$ cat src/rtl/stats_dump.sv
// stats_dump: walks a range of statistics addresses, holding each address on
// o_stat_addr for SETTLE+1 cycles before capturing i_stats. Each captured word
// is presented on a valid/ready output with its address and a last-word flag.
//
// Ports:
//   i_clk          sole clock, rising edge
//   i_rst          synchronous active-high reset
//   i_start        one-cycle request to dump [i_first_addr .. i_last_addr]
//   i_abort        terminate the dump in progress
//   i_first_addr   first statistics address of the range
//   i_last_addr    last statistics address of the range (range wraps mod 256)
//   o_stat_addr    address driven to the statistics unit
//   i_stats        statistics word for o_stat_addr (one-cycle registered path)
//   o_out_data     captured statistics word
//   o_out_addr     address of o_out_data
//   o_out_last     marks the final word of the range
//   o_out_valid    output word valid
//   i_out_ready    sink accepts the word
//   o_busy         dump in progress
//   o_done         one-cycle pulse on normal completion
module stats_dump #(
  parameter int unsigned SETTLE = 1  // legal range 1..3
) (
  input  logic        i_clk,
  input  logic        i_rst,
  input  logic        i_start,
  input  logic        i_abort,
  input  logic [7:0]  i_first_addr,
  input  logic [7:0]  i_last_addr,
  output logic [7:0]  o_stat_addr,
  input  logic [31:0] i_stats,
  output logic [31:0] o_out_data,
  output logic [7:0]  o_out_addr,
  output logic        o_out_last,
  output logic        o_out_valid,
  input  logic        i_out_ready,
  output logic        o_busy,
  output logic        o_done
);

  typedef enum logic [1:0] {
    StIdle = 2'd0,
    StSet  = 2'd1,
    StHold = 2'd2
  } state_e;

  localparam logic [1:0] SettleLast = 2'(SETTLE);

  state_e      r_state;
  logic [1:0]  r_cnt;
  logic [7:0]  r_last_addr;
  logic [7:0]  r_stat_addr;
  logic [31:0] r_out_data;
  logic [7:0]  r_out_addr;
  logic        r_out_last;
  logic        r_out_valid;
  logic        r_busy;
  logic        r_done;

  always_ff @(posedge i_clk) begin
    if (i_rst) begin
      r_state     <= StIdle;
      r_cnt       <= 2'd0;
      r_last_addr <= 8'd0;
      r_stat_addr <= 8'd0;
      r_out_data  <= 32'd0;
      r_out_addr  <= 8'd0;
      r_out_last  <= 1'b0;
      r_out_valid <= 1'b0;
      r_busy      <= 1'b0;
      r_done      <= 1'b0;
    end else begin
      r_done <= 1'b0;
      unique case (r_state)
        StIdle: begin
          // START together with ABORT is a no-op.
          if (i_start && !i_abort) begin
            r_last_addr <= i_last_addr;
            r_stat_addr <= i_first_addr;
            r_cnt       <= 2'd0;
            r_busy      <= 1'b1;
            r_state     <= StSet;
          end
        end
        StSet: begin
          if (i_abort) begin
            r_busy  <= 1'b0;
            r_state <= StIdle;
          end else if (r_cnt == SettleLast) begin
            // Address has been stable long enough for the registered stats path.
            r_out_data  <= i_stats;
            r_out_addr  <= r_stat_addr;
            r_out_last  <= (r_stat_addr == r_last_addr);
            r_out_valid <= 1'b1;
            r_state     <= StHold;
          end else begin
            r_cnt <= r_cnt + 2'd1;
          end
        end
        StHold: begin
          // A handshake still counts when ABORT arrives in the same cycle.
          if (i_out_ready && !r_out_last) begin
            r_stat_addr <= r_stat_addr + 8'd1;
          end
          if (i_abort) begin
            r_out_valid <= 1'b0;
            r_busy      <= 1'b0;
            r_state     <= StIdle;
          end else if (i_out_ready) begin
            r_out_valid <= 1'b0;
            if (r_out_last) begin
              r_busy  <= 1'b0;
              r_done  <= 1'b1;
              r_state <= StIdle;
            end else begin
              r_cnt   <= 2'd0;
              r_state <= StSet;
            end
          end
        end
        default: begin
          r_out_valid <= 1'b0;
          r_busy      <= 1'b0;
          r_state     <= StIdle;
        end
      endcase
    end
  end

  assign o_stat_addr = r_stat_addr;
  assign o_out_data  = r_out_data;
  assign o_out_addr  = r_out_addr;
  assign o_out_last  = r_out_last;
  assign o_out_valid = r_out_valid;
  assign o_busy      = r_busy;
  assign o_done      = r_done;

endmodule
$ cat config.mk
export PLATFORM = sky130hd
export DESIGN_NAME = stats_dump
export DESIGN_NICKNAME = d
export VERILOG_FILES = /design/src/rtl/stats_dump.sv
export SDC_FILE = /design/constraint.sdc
export NUM_CORES = 1
export LEC_CHECK = 0
export CELL_PAD_IN_SITES_DETAIL_PLACEMENT = 1
export CELL_PAD_IN_SITES_GLOBAL_PLACEMENT = 1
export CORE_UTILIZATION = 33
export CTS_CLUSTER_SIZE = 28
export DETAILED_ROUTE_END_ITERATION = 6
export PLACE_DENSITY_LB_ADDON = 0.1
export SKIP_CTS_REPAIR_TIMING = 1
export SYNTH_ARGS = -nofsm -noshare
export SYNTH_HDL_FRONTEND = slang
export SYNTH_SLANG_ARGS = --single-unit
$ cat constraint.sdc
create_clock -name i_clk -period 2.9 [get_ports i_clk]
set_input_delay 0.58 -clock i_clk [delete_from_list [all_inputs] [get_ports i_clk]]
set_output_delay 0.58 -clock i_clk [all_outputs]
set_load 0.05 [all_outputs]
# ---- Yosys cells after proc, flatten, opt, wreduce, memory -nomap -nowiden
# Cells that the tools add are included.
dict set report word_totals {
  reg_bits 64
  in_bits 53
  wordCells 76
}
dict set report op_classes {
  n_addsub 2
  eq_ne 16
  n_mux 29
  bitwise_logic 4
  reduce_logical 15
}
# operator n
set op_table {}
lappend op_table {{2-bit two-way mux} 11}
lappend op_table {{2-bit != test (second input constant)} 9}
lappend op_table {{8-bit two-way mux} 2}
lappend op_table {{8-bit one-hot mux with 2 select lines} 1}
lappend op_table {{2-bit one-hot mux with 3 select lines} 2}
lappend op_table {{1-bit two-way mux} 11}
lappend op_table {{3-bit != test (second input constant)} 3}
lappend op_table {{3-bit AND reduction} 3}
lappend op_table {{8-bit by 1-bit adder with 8-bit output (second input constant)} 1}
lappend op_table {{8-bit == test} 1}
lappend op_table {{4-bit AND reduction} 2}
lappend op_table {{7-bit AND reduction} 1}
lappend op_table {{1-bit one-hot mux with 3 select lines} 2}
lappend op_table {{2-bit by 1-bit == test with 1-bit output (second input constant)} 2}
lappend op_table {{1-bit NOT} 4}
lappend op_table {{4-bit OR reduction} 1}
lappend op_table {{3-bit nonzero test} 1}
lappend op_table {{2-bit by 1-bit adder with 2-bit output (second input constant)} 1}
lappend op_table {{2-bit == test (second input constant)} 1}
lappend op_table {{1-bit logical AND} 2}
lappend op_table {{1-bit zero test} 2}
lappend op_table {{2-bit zero test} 1}
lappend op_table {{2-bit AND reduction} 1}
lappend op_table {{2-bit nonzero test} 1}

# ---- Longest topological paths before layout
# Gate-level depths: netlist of run 1.
dict set report logic_depth {
  depth_word 4
  depth_mapped 7
}

# ---- Worst setup path after synthesis of run 1
# Ideal clock, no wire load.
dict set report synth_timing {
  path_kind {register to register}
  from {register r_stat_addr[2] (netlist: o_stat_addr[2])}
  to {register r_stat_addr[7] (netlist: o_stat_addr[7])}
  setup_ps 127
  arrival_time_ps 1540
  t_required_ps 2773
  setup_slack_ps 1232
  path_stages_with_launch 6
  path_buffers 1
  synth_period_minus_slack_ps 1668
  cell_sequence {dfxtp_1 clkbuf_1 nand3_1 o21a_1 o311ai_1 o21ai_1}
}
dict set report synth_between {
  elab_chain_len 3
}
# element line_no
set synth_lines {}
lappend synth_lines {{start, declared} 52} ;# logic [7:0] r_stat_addr;
lappend synth_lines {{start signal, assigned} 79} ;# r_stat_addr <= i_first_addr;
lappend synth_lines {{start signal, assigned} 103} ;# r_stat_addr <= r_stat_addr + 8'd1;
lappend synth_lines {{8-bit by 1-bit adder with 8-bit output} 103}
lappend synth_lines {{8-bit two-way mux} 102} ;# if (i_out_ready && !r_out_last) begin
lappend synth_lines {{8-bit one-hot mux with 2 select lines} 74} ;# unique case (r_state)
# No other way between the ends. The select of a mux whose other input is x is not followed.
# A chain may end at the register's enable or synchronous reset.

# ---- Final worst setup path of run 1
dict set report layout_timing {
  from {register r_stat_addr[0] (netlist: o_stat_addr[0])}
  to {output o_stat_addr[0]}
}
# element line_no
set layout_lines {}
lappend layout_lines {{end, declared} 30} ;# output logic [7:0] o_stat_addr,
# No word-level cell between the ends.

==> results of run 1 <==
==> power by group <==
group / internal [mW] / leakage [nW] / total (mW) / switching, mW
clock network: 0.372 / 0.0886 / 0.688 / 0.315
logic: 0.112 / 0.763 / 0.218 / 0.106
registers: 0.896 / 0.518 / 0.924 / 0.0284
==> layer usage <==
metal  vias to the layer above  track usage (%)  part of all wire (%)
met2                        69            30.09                    47
met4                         0            8.846                   1.8
li1                       1327                -                     -
met3                        13            4.105                   5.3
met5                         -                0                     0
met1                      1235            23.40                    46
==> kinds of logic after synthesis <==
group,synth area share (%)
AO/OA/AOI/OAI,18.74
XOR/XNOR,2.567
adder cells (fa/ha/maj),1.375
buffers and inverters,5.866
flip-flops,46.93
multiplexers,0.7333
AND/OR/NAND/NOR,23.79
==> registers in the layout, summed over array words and instances (netlist names) <==
name / cells
o_busy: 1
o_done: 1
o_out_addr: 8
o_out_data: 32
o_out_last: 1
o_out_valid: 1
o_stat_addr: 8
r_cnt: 2
r_last_addr: 8
r_state: 2
==> synth_stat cells (all sizes together), types with 2 or more instances <==
cell type,count
a211oi,3
a21oi,57
a311oi,2
and2b,2
buf,16
clkbuf,10
dfxtp,64
ha,3
inv,4
mux2i,2
nand2,106
nand2b,7
nand3,3
nand4,4
nor2,13
nor3,7
nor3b,2
nor4,2
o21a,2
o21ai,9
o311ai,2
o32ai,3
xor2,7
==> worst min path at each step <==
stage | from | to | slack, ns | cells after the start
floorplan | r_last_addr[0] | r_last_addr[0] | 0.45 | 2
global placement | o_out_data[6] | o_out_data[6] | 0.44 | 2
detailed placement | o_out_data[21] | o_out_data[21] | 0.45 | 2
CTS | o_out_data[26] | o_out_data[26] | 0.46 | 2
global route | o_out_data[29] | o_out_data[29] | 0.48 | 2
finish | o_out_data[21] | o_out_data[21] | 0.45 | 2
==> layout by cell type (no fill, tap or decap), types with 2 or more instances in the layout <==
| cell type | instances |
|---|---|
| a211oi_1 | 2 |
| a21oi_1 | 57 |
| a311oi_2 | 2 |
| buf_4 | 3 |
| clkbuf_1 | 2 |
| clkbuf_8 | 12 |
| clkdlybuf4s50_1 | 103 |
| dfxtp_1 | 64 |
| ha_1 | 3 |
| inv_1 | 4 |
| mux2i_1 | 2 |
| nand2_1 | 106 |
| nand2b_1 | 7 |
| nand3_1 | 3 |
| nand4_1 | 4 |
| nor2_1 | 13 |
| nor3_1 | 6 |
| nor4_1 | 2 |
| o21a_1 | 2 |
| o21ai_0 | 7 |
| o21ai_1 | 2 |
| o32ai_1 | 3 |
| xor2_1 | 7 |
==> final cells by class <==
| class | count | area, um^2 | share of cell area (%) |
|---|---|---|---|
| repair buffers | 108 | 1079 | 27.21 |
| inverters | 4 | 15.01 | 0.3788 |
| flip-flops and latches | 64 | 1281 | 32.32 |
| multi-input cells | 247 | 1289 | 32.51 |
| well taps | 102 | 127.6 | 3.220 |
| clock buffers | 14 | 172.7 | 4.356 |
==> flow_summary.json, run 1 <==
{
  "finalCritPeriodShare_pct": 80.50,
  "synth-edff-count": 0,
  "reg2reg_setup_slack_ns": 0.80,
  "grt_start_max_net_pins": 50,
  "antenna_cells": 0,
  "outcome": "complete, no violations",
  "synth_seq_area_share_pct": 46.93,
  "powerDensity_mw_per_mm2": 461.6,
  "worstMarginPinSlew_ns": 0.7648,
  "ys_seq_elements": 64,
  "drt-initial-drc-count": 47,
  "cts_tree": "done",
  "path_class": "register to primary output",
  "grt_pass1_vias": 2534,
  "worst_slack_ns": 0.5655,
  "max-clock-path-buffers": 2,
  "power_leakage_nw": 1.369,
  "crit_buf_inv": 1,
  "holdWs_ns": 0.4541,
  "ctsRootBufferMaster": "clkbuf_8",
  "drv_cap": 0,
  "drc": 0,
  "routed_wl_mm": 7.746,
  "synth_warnings": 0,
  "critPathLaunchType": "register",
  "critPathArrivalTime_ns": 1.75,
  "rsz0062_at_grt": "false",
  "ys.flop_type": "dfxtp_1",
  "cp.required_ns": 2.32,
  "insertion_delay_ns": 0.33,
  "vdd_drop_max_v": 0.0002076,
  "drtAntennaViolNets": 0,
  "rr_startpoint": "r_state[1]",
  "wl_per_cell_um": 14.37,
  "pre_cts_slack_ns": 0.4812,
  "fp.dieW_um": 92.96,
  "grt_overflow": 0,
  "grt_use_total_pct": 18.62,
  "dr.pass1.iters": 4,
  "place_inst": 525,
  "yosysTopAreaCellShare_pct": 46.93,
  "r2r_end": "o_stat_addr[1]",
  "holdCritPathClass": "register to register",
  "final_area_mm2": 0.003964,
  "fin_util_pct": 50.51,
  "clk_pin_slew_worst_paths_ns": 0.07,
  "final-hold-violation-count": 0,
  "critPathMaxFanout": 8,
  "port_buffers": 104,
  "ys_types": 44,
  "die_area_mm2": 0.008641,
  "cts.sinks": 64,
  "ios": 105,
  "netlist_instances": 341,
  "synth_top_area_cell": "dfxtp_1",
  "antenna_found_initial": 0,
  "slew_headroom_pct": 48.94,
  "endpoint_kind": "primary output",
  "max_stage_delay_ns": 0.88,
  "num_rows": 32,
  "h-tree-depth": 3,
  "nets": 490,
  "path_depth": 1,
  "setup_viol": 0,
  "async_flop_share_pct": 0,
  "crit_path_end": "o_stat_addr[0]",
  "synth_area_mm2": 0.002730,
  "core-area_mm2": 0.007848,
  "maxSlewViolCount": 0,
  "critical_path.top_delay_family": "buffers and inverters",
  "grt_pass1_wl_mm": 12.47,
  "fillCellCount": 965,
  "tns_ns": 0,
  "layout.cells.non_filler": 539,
  "globalplace.congestion": 0.7424,
  "layout-drive-gt1-share_pct": 5.950,
  "place_area_mm2": 0.003791,
  "syn_area_per_cell_um2": 8.006,
  "cp_slowest_cell": "clkdlybuf4s50_1",
  "fp.dieH_um": 92.96,
  "startpoint": "o_stat_addr[0]",
  "power.total_mw": 1.830,
  "period_minus_slack_ns": 2.335,
  "initial_core_util_pct": 34.79,
  "reg2regPathDepth": 5,
  "fmaxAchievable_ghz": 0.4284,
  "ys_top_cells_by_area": "dfxtp_1, nand2_1, a21oi_1",
  "area_growth_pct": 45.19,
  "worstPathCellList": "clkdlybuf4s50_1",
  "via_per_inst": 4.905,
  "finClkSkew_ns": 0.004517,
  "dp.final_hpwl_mm": 5.323,
  "cts_buffers": 9,
  "vias": 2644,
  "synth_nets": 397
}
Power figures use the tool's default switching activity.
==> run 2: changes to the inputs <==
--- a/config.mk
+++ b/config.mk
@@ -7,7 +7,7 @@
 export LEC_CHECK = 0
 export CELL_PAD_IN_SITES_DETAIL_PLACEMENT = 1
 export CELL_PAD_IN_SITES_GLOBAL_PLACEMENT = 1
-export CORE_UTILIZATION = 33
+export CORE_UTILIZATION = 31
 export CTS_CLUSTER_SIZE = 28
 export DETAILED_ROUTE_END_ITERATION = 6
 export PLACE_DENSITY_LB_ADDON = 0.1
==> constraint.sdc (replaced) <==
create_clock -name i_clk -period 2.2 [get_ports i_clk]
set_input_delay 0.44 -clock i_clk [delete_from_list [all_inputs] [get_ports i_clk]]
set_output_delay 0.44 -clock i_clk [all_outputs]
set_load 0.05 [all_outputs]
==> run 2 against run 1 <==
Effect of this change: wire length up 2.6%; sequential power rose by 31%; final cell count rose by 2.8%; first-iteration DRC count rose by 68%; hold slack got worse by 0.040 ns; register-to-register slack got worse by 0.18 ns; final area increased by 3.0%; sequential share of layout area fell by 0.95 points; critical path type unchanged; largest cell class unchanged.
==> flow_summary.json, run 2 (same netlist as run 1, synthesis figures left out) <==
{
  "outcome": "complete, no violations",
  "dp.final_hpwl_mm": 5.520,
  "core-area_mm2": 0.008382,
  "nets": 500,
  "layout_commonest_cell": "nand2_1",
  "powerDensity_mw_per_mm2": 620.3,
  "antenna_cells": 0,
  "finalCritPeriodShare_pct": 97.24,
  "vias": 2689,
  "critical_path.top_delay_family": "buffers and inverters",
  "fp.dieW_um": 95.85,
  "globalplace.congestion": 0.7858,
  "drc": 0,
  "final-hold-violation-count": 0,
  "h-tree-depth": 3,
  "initial_core_util_pct": 32.57,
  "grt_pass1_vias": 2610,
  "final_area_mm2": 0.004084,
  "ios": 105,
  "path_class": "register to primary output",
  "max_stage_delay_ns": 0.86,
  "die_area_mm2": 0.009186,
  "crit_buf_inv": 1,
  "routed_wl_mm": 7.945,
  "setup_viol": 0,
  "cts_buffers": 9,
  "critPathLaunchType": "register",
  "critPathArrivalTime_ns": 1.70,
  "cp.required_ns": 1.76,
  "ctsRootBufferMaster": "clkbuf_8",
  "holdCritPathClass": "input pin to register",
  "worstPathCellList": "clkdlybuf4s50_1",
  "grt_use_total_pct": 18.02,
  "largest_reg_flops": 32,
  "num_rows": 33,
  "drv_cap": 0,
  "endpoint_kind": "primary output",
  "drt-initial-drc-count": 79,
  "place_area_mm2": 0.003880,
  "critPathMaxFanout": 6,
  "max-clock-path-buffers": 2,
  "cts.sinks": 64,
  "slew_headroom_pct": 64.49,
  "grt_overflow": 0,
  "wl_per_cell_um": 14.34,
  "clk_pin_slew_worst_paths_ns": 0.07,
  "finClkSkew_ns": 0.006369,
  "power.total_mw": 2.533,
  "grt_start_max_net_pins": 42,
  "grt_pass1_wl_mm": 12.62,
  "cts_tree": "done",
  "period_minus_slack_ns": 2.139,
  "via_per_inst": 4.854,
  "antenna_found_initial": 0,
  "maxSlewViolCount": 0,
  "fmaxAchievable_ghz": 0.4674,
  "port_buffers": 104,
  "place_inst": 538,
  "insertion_delay_ns": 0.33,
  "rsz0062_at_grt": "false",
  "tns_ns": 0,
  "dr.pass1.iters": 4,
  "layout.cells.non_filler": 554,
  "worstMarginPinSlew_ns": 0.5310,
  "drtAntennaViolNets": 0,
  "power_leakage_nw": 1.476,
  "area_growth_pct": 49.59,
  "vdd_drop_max_v": 0.0003623,
  "layout-drive-gt1-share_pct": 8.686,
  "cp_slowest_cell": "clkdlybuf4s50_1",
  "final_cell_mix": "nand2_1, clkdlybuf4s50_1, dfxtp_1",
  "fp.dieH_um": 95.85
}
-- run 2: report_power, final --
group          switching, mW  total [mW]  internal (mW)
Sequential            0.0260        1.21           1.18
Clock                  0.431        1.01          0.583
Combinational          0.154       0.313          0.158
-- run 2: layout make-up --
type / instances / area, um^2
Inverter: 4 / 15.01
Multi-Input combinational cell: 247 / 1289
Clock buffer: 13 / 158.9
Clock inverter: 3 / 40.04
Fill cell: 1008 / 4298
Timing Repair Buffer: 118 / 1169
Sequential cell: 64 / 1281
Tap cell: 105 / 131.4
-- run 2: worst reg2reg max path, cell delays in order, from the launching register on --
cell and delay (ns):
dfxtp_1 0.47, buf_4 0.26, and2b_2 0.26, nor2_1 0.06
a31o_1 0.19, a221oi_2 0.26
-- run 2: per-stage QoR --
stage | setup WS [ns] | utilization [%] | hold slack, ns
after CTS | 0.03025 | 48.66 | 0.4007
final | 0.06072 | 48.72 | 0.4141
after floorplan | 0.5325 | - | 0.4478
after detailed placement | 0.2104 | 46.29 | 0.4486
after global placement | 0.2511 | 46.29 | 0.4409
after global routing | 0.01113 | 48.72 | 0.4234
-- run 2: final timing paths --
check	cells past startpoint	start	slack [ns]	end
worst max-delay path	1	o_stat_addr[4]	0.06	o_stat_addr[4]
worst min-delay path	4	i_rst	0.41	o_stat_addr[7]
worst max register to register	5	r_state[1]	0.62	o_stat_addr[2]
worst min register to register	2	o_out_data[14]	0.45	o_out_data[14]
-- run 2: routing by layer --
metal | track usage, % | wire, um | vias up
met3 | 6.556 | 425 | 9
met5 | 0 | 0 | -
met4 | 5.348 | 117 | 0
li1 | - | - | 1344
met1 | 21.98 | 3591 | 1270
met2 | 29.64 | 3811 | 66
==> run 3: changes to the inputs <==
--- a/config.mk
+++ b/config.mk
@@ -10,6 +10,7 @@
 export CORE_UTILIZATION = 31
 export CTS_CLUSTER_SIZE = 28
 export DETAILED_ROUTE_END_ITERATION = 6
+export GPL_TIMING_DRIVEN = 0
 export PLACE_DENSITY_LB_ADDON = 0.1
 export SKIP_CTS_REPAIR_TIMING = 1
 export SYNTH_ARGS = -nofsm -noshare
==> run 3 against run 2 <==
Effect of this change: final cell count up 2.2%; hold slack better by 0.038 ns; combinational power grew 1%; clock skew grew 0.0031 ns; worst setup slack worse by 0.014 ns; flip-flop and latch count unchanged; global-route usage increased by 0.77 points; sequential power barely moved; core utilization barely moved; sequential share of layout area hardly changed; non-clock buffer count is 12 higher; critical path depth is the same; critical endpoint is now o_stat_addr[1]; largest power group unchanged.
==> flow_summary.json, run 3 (same netlist as run 1, synthesis figures left out) <==
{
  "p_switching_mw": 0.6435,
  "final_area_mm2": 0.004081,
  "reg2regPathDepth": 5,
  "dr.pass1.iters": 4,
  "via_per_inst": 4.814,
  "fp.dieH_um": 95.85,
  "critPathMaxFanout": 7,
  "antenna_found_initial": 0,
  "critical_path.top_delay_family": "buffers and inverters",
  "slew_headroom_pct": 62.43,
  "drv_cap": 0,
  "core-area_mm2": 0.008382,
  "final-hold-violation-count": 0,
  "drt-initial-drc-count": 51,
  "h-tree-depth": 3,
  "ios": 105,
  "drtAntennaViolNets": 0,
  "drc": 0,
  "holdCritPathClass": "register to register",
  "place_inst": 550,
  "maxSlewViolCount": 0,
  "rr_startpoint": "o_stat_addr[2]",
  "cp.required_ns": 1.76,
  "finClkSkew_ns": 0.009435,
  "layout.cells.non_filler": 566,
  "combPwrFrac_pct": 13.1,
  "crit_buf_inv": 1,
  "worstMarginPinSlew_ns": 0.5636,
  "final_cell_mix": "nand2_1, clkdlybuf4s50_1, dfxtp_1",
  "min-delay-start": "o_out_data[18]",
  "grt_overflow": 0,
  "power.total_mw": 2.417,
  "largest_reg_flops": 32,
  "finalCritPeriodShare_pct": 97.86,
  "layout_commonest_cell": "nand2_1",
  "max_stage_delay_ns": 0.87,
  "dp.final_hpwl_mm": 6.108,
  "path_class": "register to primary output",
  "num_rows": 33,
  "startpoint": "o_stat_addr[1]",
  "fp.dieW_um": 95.85,
  "whs_path_depth": 2,
  "worstPathCellList": "clkdlybuf4s50_1",
  "grt_start_max_net_pins": 12,
  "endpoint_kind": "primary output",
  "power_leakage_nw": 1.457,
  "intPower_mw": 1.773,
  "powerDensity_mw_per_mm2": 592.2,
  "die_area_mm2": 0.009186,
  "layout-drive-gt1-share_pct": 8.460,
  "area_growth_pct": 49.50,
  "fillCellCount": 1032,
  "routed_wl_mm": 8.240,
  "clkPwrFrac_pct": 37.0,
  "fmaxAchievable_ghz": 0.4645,
  "place_area_mm2": 0.003902,
  "clk_pin_slew_worst_paths_ns": 0.07,
  "max-clock-path-buffers": 2,
  "vdd_drop_max_v": 0.0002761,
  "cts_buffers": 9,
  "cts_tree": "done",
  "nets": 512,
  "setup_viol": 0,
  "cp_slowest_cell": "clkdlybuf4s50_1",
  "wl_per_cell_um": 14.56,
  "grt_use_total_pct": 18.79,
  "outcome": "complete, no violations",
  "initial_core_util_pct": 32.57,
  "pwr-share-seq_pct": 49.8,
  "grt_pass1_wl_mm": 12.99,
  "rsz0062_at_grt": "false",
  "holdWs_ns": 0.4526,
  "reg2reg_setup_slack_ns": 0.63,
  "switching_share_pct": 26.63,
  "period_minus_slack_ns": 2.153,
  "port_buffers": 104,
  "ctsRootBufferMaster": "clkbuf_8",
  "critPathArrivalTime_ns": 1.71,
  "vias": 2725,
  "globalplace.congestion": 0.7677,
  "cts.sinks": 64,
  "tns_ns": 0,
  "critPathLaunchType": "register",
  "grt_pass1_vias": 2674,
  "antenna_cells": 0,
  "path_depth": 1,
  "insertion_delay_ns": 0.34
}
-- run 3: cell count changes in the layout (fill, tap and decap cells not counted), moves of 2 or more --
| cell | before | now |
|---|---|---|
| buf_12 | 2 | 0 |
| buf_2 | 1 | 8 |
| buf_4 | 13 | 5 |
| clkbuf_1 | 2 | 11 |
| clkdlybuf4s50_1 | 100 | 102 |
| clkinvlp_4 | 0 | 3 |
-- run 3: worst register-to-register path, cell delays in order, from the launching register on --
cell,delay [ns]
dfxtp_1,0.34
clkbuf_1,0.32
nand3_1,0.22
o21a_1,0.23
o311ai_1,0.23
o21ai_1,0.11
-- run 3: cell type report --
type	instances	area, um^2	share of cell area [%]
Tap cell	105	131.4	3.219
Timing Repair Buffer	104	1046	25.63
Clock buffer	11	141.4	3.464
Sequential cell	64	1281	31.39
Inverter	4	15.01	0.3679
Multi-Input combinational cell	247	1289	31.58
Clock inverter	5	32.53	0.7971
Buffer	26	145.1	3.556
-- run 3: path summary, 6_finish.rpt --
| check | end |
|---|---|
| max | o_stat_addr[1] |
| min | o_out_data[18] |
| max reg2reg | o_stat_addr[7] |
| min reg2reg | o_out_data[18] |
-- run 3: per-stage QoR --
stage                     worst slack, ns  utilization [%]
final                             0.04702            48.69
after global routing            0.0007599            48.69
after CTS                        -0.04873            48.63
after detailed placement         -0.03305            46.56
after global placement           -0.04108            46.56
after floorplan                    0.5325                -
-- run 3: power groups by stage --
stage	logic (mW)	registers, mW	clock network, mW
floorplan	0.118	1.27	0
global placement	0.314	1.23	0
detailed placement	0.319	1.23	0
CTS	0.321	1.21	0.928
global route	0.344	1.21	0.974
finish	0.317	1.20	0.895
-- run 3: routing by layer --
| metal | vias to the layer above | wire length, um | global-route usage [%] |
|---|---|---|---|
| li1 | 1372 | - | - |
| met1 | 1273 | 3752 | 24.11 |
| met2 | 69 | 3915 | 30.42 |
| met3 | 11 | 445 | 4.344 |
| met4 | 0 | 126 | 7.463 |
| met5 | - | 0 | 0 |
